--- config.mk ---
export PLATFORM = sky130hd
export DESIGN_NAME = dibit_serializer
export DESIGN_NICKNAME = d
export VERILOG_FILES = /design/src/rtl/dibit_serializer.sv
export SDC_FILE = /design/constraint.sdc
export NUM_CORES = 1
export LEC_CHECK = 0
export CORE_MARGIN = 4
export CORE_UTILIZATION = 50
export DETAILED_ROUTE_END_ITERATION = 8
export GPL_TIMING_DRIVEN = 0
export PLACE_DENSITY = 0.78
export SLEW_MARGIN = 20
export SYNTH_ARGS = -nofsm -noshare
export SYNTH_HDL_FRONTEND = slang
export SYNTH_SLANG_ARGS = --single-unit
export TNS_END_PERCENT = 50
--- constraint.sdc ---
create_clock -name clock -period 1.5 [get_ports clock]
set_input_delay 0.225 -clock clock [delete_from_list [all_inputs] [get_ports clock]]
set_output_delay 0.225 -clock clock [all_outputs]
set_load 0.05 [all_outputs]
--- src/rtl/dibit_serializer.sv ---
// Serializes WIDTH-bit words into 2-bit symbols, MSB dibit first, with a
// one-word holding register so consecutive words stream with no idle gap.
module dibit_serializer #(
    parameter int WIDTH = 8
) (
    input  logic             clock,
    input  logic             reset,
    input  logic [WIDTH-1:0] in_data,
    input  logic             in_valid,
    output logic             in_ready,
    input  logic             abort,
    output logic [1:0]       data_out,
    output logic             sow,
    output logic             eow,
    output logic             busy,
    output logic             state_dbg
);

    localparam int NSYM = WIDTH / 2;
    localparam int CW = (NSYM > 1) ? $clog2(NSYM) : 1;
    localparam logic [CW-1:0] LAST = CW'(NSYM - 1);

    typedef enum logic {
        IDLE  = 1'b0,
        SHIFT = 1'b1
    } state_t;

    state_t           state;
    logic [WIDTH-1:0] shifter;
    logic [WIDTH-1:0] hold;
    logic [WIDTH-1:0] shifted;
    logic [WIDTH-1:0] load_word;
    logic [CW-1:0]    cnt;
    logic             hold_full;
    logic             accept;
    logic             last;
    logic             load;

    // Valid/ready: a word transfers at a rising edge where in_valid && in_ready;
    // in_ready depends only on hold_full, never on in_valid.
    assign in_ready  = !hold_full;
    assign accept    = in_valid && in_ready;
    assign last      = (cnt == LAST);
    assign shifted   = shifter << 2;
    assign state_dbg = state;

    // A new word enters the shifter from IDLE, or on the last dibit of the
    // current word; the held word takes precedence over a fresh input.
    always_comb begin
        load      = 1'b0;
        load_word = in_data;
        if (state == IDLE) begin
            load = accept;
        end else if (last) begin
            if (hold_full) begin
                load      = 1'b1;
                load_word = hold;
            end else begin
                load = accept;
            end
        end
    end

    always_ff @(posedge clock or negedge reset) begin
        if (!reset) begin
            state     <= IDLE;
            shifter   <= '0;
            hold      <= '0;
            cnt       <= '0;
            hold_full <= 1'b0;
            data_out  <= 2'b00;
            sow       <= 1'b0;
            eow       <= 1'b0;
            busy      <= 1'b0;
        end else if (abort) begin
            // Any word handshaken at this edge is dropped along with the rest.
            state     <= IDLE;
            shifter   <= '0;
            hold      <= '0;
            cnt       <= '0;
            hold_full <= 1'b0;
            data_out  <= 2'b00;
            sow       <= 1'b0;
            eow       <= 1'b0;
            busy      <= 1'b0;
        end else if (load) begin
            state     <= SHIFT;
            shifter   <= load_word;
            cnt       <= '0;
            hold_full <= 1'b0;
            data_out  <= load_word[WIDTH-1:WIDTH-2];
            sow       <= 1'b1;
            eow       <= (NSYM == 1);
            busy      <= 1'b1;
        end else if (state == SHIFT && !last) begin
            shifter  <= shifted;
            cnt      <= cnt + CW'(1);
            data_out <= shifted[WIDTH-1:WIDTH-2];
            sow      <= 1'b0;
            eow      <= ((cnt + CW'(1)) == LAST);
            busy     <= 1'b1;
            if (accept) begin
                hold      <= in_data;
                hold_full <= 1'b1;
            end
        end else begin
            state    <= IDLE;
            shifter  <= '0;
            cnt      <= '0;
            data_out <= 2'b00;
            sow      <= 1'b0;
            eow      <= 1'b0;
            busy     <= 1'b0;
        end
    end

endmodule

==> impl_metrics.toml <==
[outcome]
status = "finished, final reports clean"

[global_route]
busiest_layer = "met2"
grt_max_degree = 24
grt.total_usage_pct = 15.84
grtUsageMet2_pct = 25.51
overflow = 0
use_met3_pct = 2.493
antenna_found_initial = 0
grt_first_pass_wirelength_um = 3236
grtUsageMet1_pct = 21.28
grt_pass1_vias = 701

[clocking]
htree_num_levels = 1
path_clk_slew_ns = 0.12
cts.path.max_buffers = 2
clkLatencyLatePin_ns = 0.31
numCtsBuffers = 3
cts_root_buf = "clkbuf_4"
clock_sinks = 23
cts_tree = "yes"

[synth]
ys_ff_latch = 23
synth.area.mux_share_pct = 7.683
yosysWarnings = 0
synth_cell_type_count = 24
synth_top_family_by_area = "compound AO/OA/AOI/OAI gates"
syn_avg_cell_area_um2 = 13.54
synth_adder_area_share_pct = 3.601
yosys.area_share.simple_pct = 8.884
synth-seq-area-share_pct = 55.22
synth_xor_area_share_pct = 0
synth_compound_area_share_pct = 20.17
syn_inst = 77
syn-cell-area_mm2 = 0.001042
synth_nets = 92

[floorplanning]
ios = 19
core_mm2 = 0.001962
dieArea_mm2 = 0.002879
die_h_um = 53.66
num_rows = 16
start_util_pct = 53.13
dieWidth_um = 53.66

[detailed_routing]
totalWireLength_um = 1946
routedWlPerCell_um = 15.09
dr.pass1.iters = 3
drtIter0Drc = 6
viasPerCell = 5.364
drc = 0
via_count = 692
ant_nets = 0

[run]
timing.max_cap.violations = 0

[sta]
final-setup-viol-count = 0
tightest_slew_ns = 0.5013
period_needed_ns = 1.494
hold_violations = 0
setup_tns_ns = 0
fin_crit_sh_pct = 99.58
slew_headroom_pct = 66.58
drv_slew = 0
fin_worst_skew_ns = 0.002177
hold-worst-slack_ns = 0.4055
rsz0062_at_grt = "yes"
fmax_ghz = 0.6695

[power_and_ir_drop]
power_w = 0.001169
powerDensity_mw_per_mm2 = 870.9
max-vdd-ir-drop_mv = 0.5239
p_leak_nw = 0.6816

[placement]
port_buffers = 18
dp_hpwl_um = 1302
place.gp.congestion = 0.8164

[setup_path]
cp-end-kind = "flop"
rr_worst_depth = 5
worstPathArrival_ns = 1.71
crit_type = "flop to flop"
crit_path_start_kind = "flop"
critPathMaxFanout = 8
required_ns = 1.71

[hold_path]
hp-class = "primary input to asynchronous set/reset pin"

[final_layout]
fin_util_pct = 68.43
syn_to_final_growth_pct = 28.81
layout-drive-gt1-share_pct = 27.45
nets = 118
diodes = 0
nFillCells = 163
-- cell usage after synthesis, drive strengths merged --
cell / n / area [um2]
o21ai: 1 / 5.000
nor2b: 2 / 12.51
nor2: 3 / 11.26
o21a: 1 / 7.510
a21oi: 3 / 18.77
ha: 3 / 37.54
a2111o: 1 / 11.26
and2: 1 / 6.260
nor3: 3 / 15.01
a211oi: 1 / 7.510
a22o: 8 / 70.07
dfrtp: 23 / 575.6
and2b: 1 / 7.510
nand3: 1 / 10.01
inv: 4 / 15.01
buf: 4 / 31.27
nor3b: 1 / 12.51
mux2i: 8 / 80.08
and3b: 2 / 17.52
o2bb2ai: 6 / 90.09
-- timing repair --
item                                    4_1_cts  5_1_grt
setup buffers                                 0        2
gates resized for setup                      14       11
hold buffers                                  0        1
endpoints found under the setup margin       19       16
hold endpoints to repair                      0       23
pin swaps                                     0        4
-- cell families after synthesis --
family	after synthesis
fa+ha+maj	3
flops	23
mux	8
buf+inv	8
compound gates	21
simple gates	14
-- report_power, final --
group / internal, W / total (W) / switching (W)
clock network: 0.0000997 / 0.000285 / 0.000185
logic: 0.0000907 / 0.000215 / 0.000124
registers: 0.000651 / 0.000669 / 0.0000187
total: 0.000841 / 0.00117 / 0.000328
-- worst max-delay path: stages, from the launching register on --
cell and delay, ns:
dfrtp_1 0.44, ha_2 0.20, and2b_2 0.25, and3b_1 0.18
buf_6 0.13, a22o_1 0.19
-- layout by cell type, fill, tap and decap left out, types with 2 or more instances in the layout --
| cell type | n |
|---|---|
| buf_2 | 2 |
| and3b_1 | 2 |
| nor3_1 | 3 |
| clkdlybuf4s50_1 | 10 |
| o2bb2ai_2 | 6 |
| clkbuf_4 | 3 |
| a21oi_1 | 2 |
| mux2i_1 | 8 |
| dfrtp_1 | 22 |
| nor2_1 | 3 |
| inv_1 | 3 |
| buf_6 | 3 |
| dlygate4sd2_1 | 5 |
| buf_4 | 3 |
| a22o_1 | 8 |
-- layout make-up --
type                    count  area, um2  area share, %
multi-input cells          46      457.9          34.11
inverters                   4      15.01          1.118
well taps                  27      33.78          2.516
repair buffers             21      190.2          14.17
clock buffers               3      22.52          1.678
clock inverters             1      5.005         0.3728
flip-flops and latches     23      576.8          42.96
plain buffers               4      41.29          3.075
-- flip-flops by register name, indices dropped and copies added (netlist names) --
| register | cells |
|---|---|
| sow | 1 |
| busy | 1 |
| hold | 8 |
| shifter | 6 |
| data_out | 2 |
| cnt | 2 |
| hold_full | 1 |
| state_dbg | 1 |
| eow | 1 |
-- path summary, 6_finish.rpt --
check,slack [ns],from,to
setup / recovery,0.006,cnt[1],hold[4]
hold / removal,0.41,reset,data_out[0]
setup reg to reg,0.006,cnt[1],hold[4]
hold reg to reg,0.48,shifter[3],shifter[5]
max in group asynchronous,0.74,reset,state_dbg
min in group clock,0.48,shifter[3],shifter[5]
-- routing by layer --
| metal | vias up | wire length, um |
|---|---|---|
| met1 | 340 | 880 |
| met3 | 2 | 68 |
| met2 | 12 | 974 |
| li1 | 338 | - |
| met4 | 0 | 23 |
| met5 | - | 0 |
-- through the flow --
stage               instances  instance area, um2  setup slack (ns)
floorplan                  77                1044            0.1060
global placement          122                1257           -0.1011
detailed placement        122                1257           -0.1281
CTS                       126                1277          0.004730
global route              129                1343          -0.02990
finish                    129                1343          0.006284
Note: power is estimated with default switching activity, not from simulation.
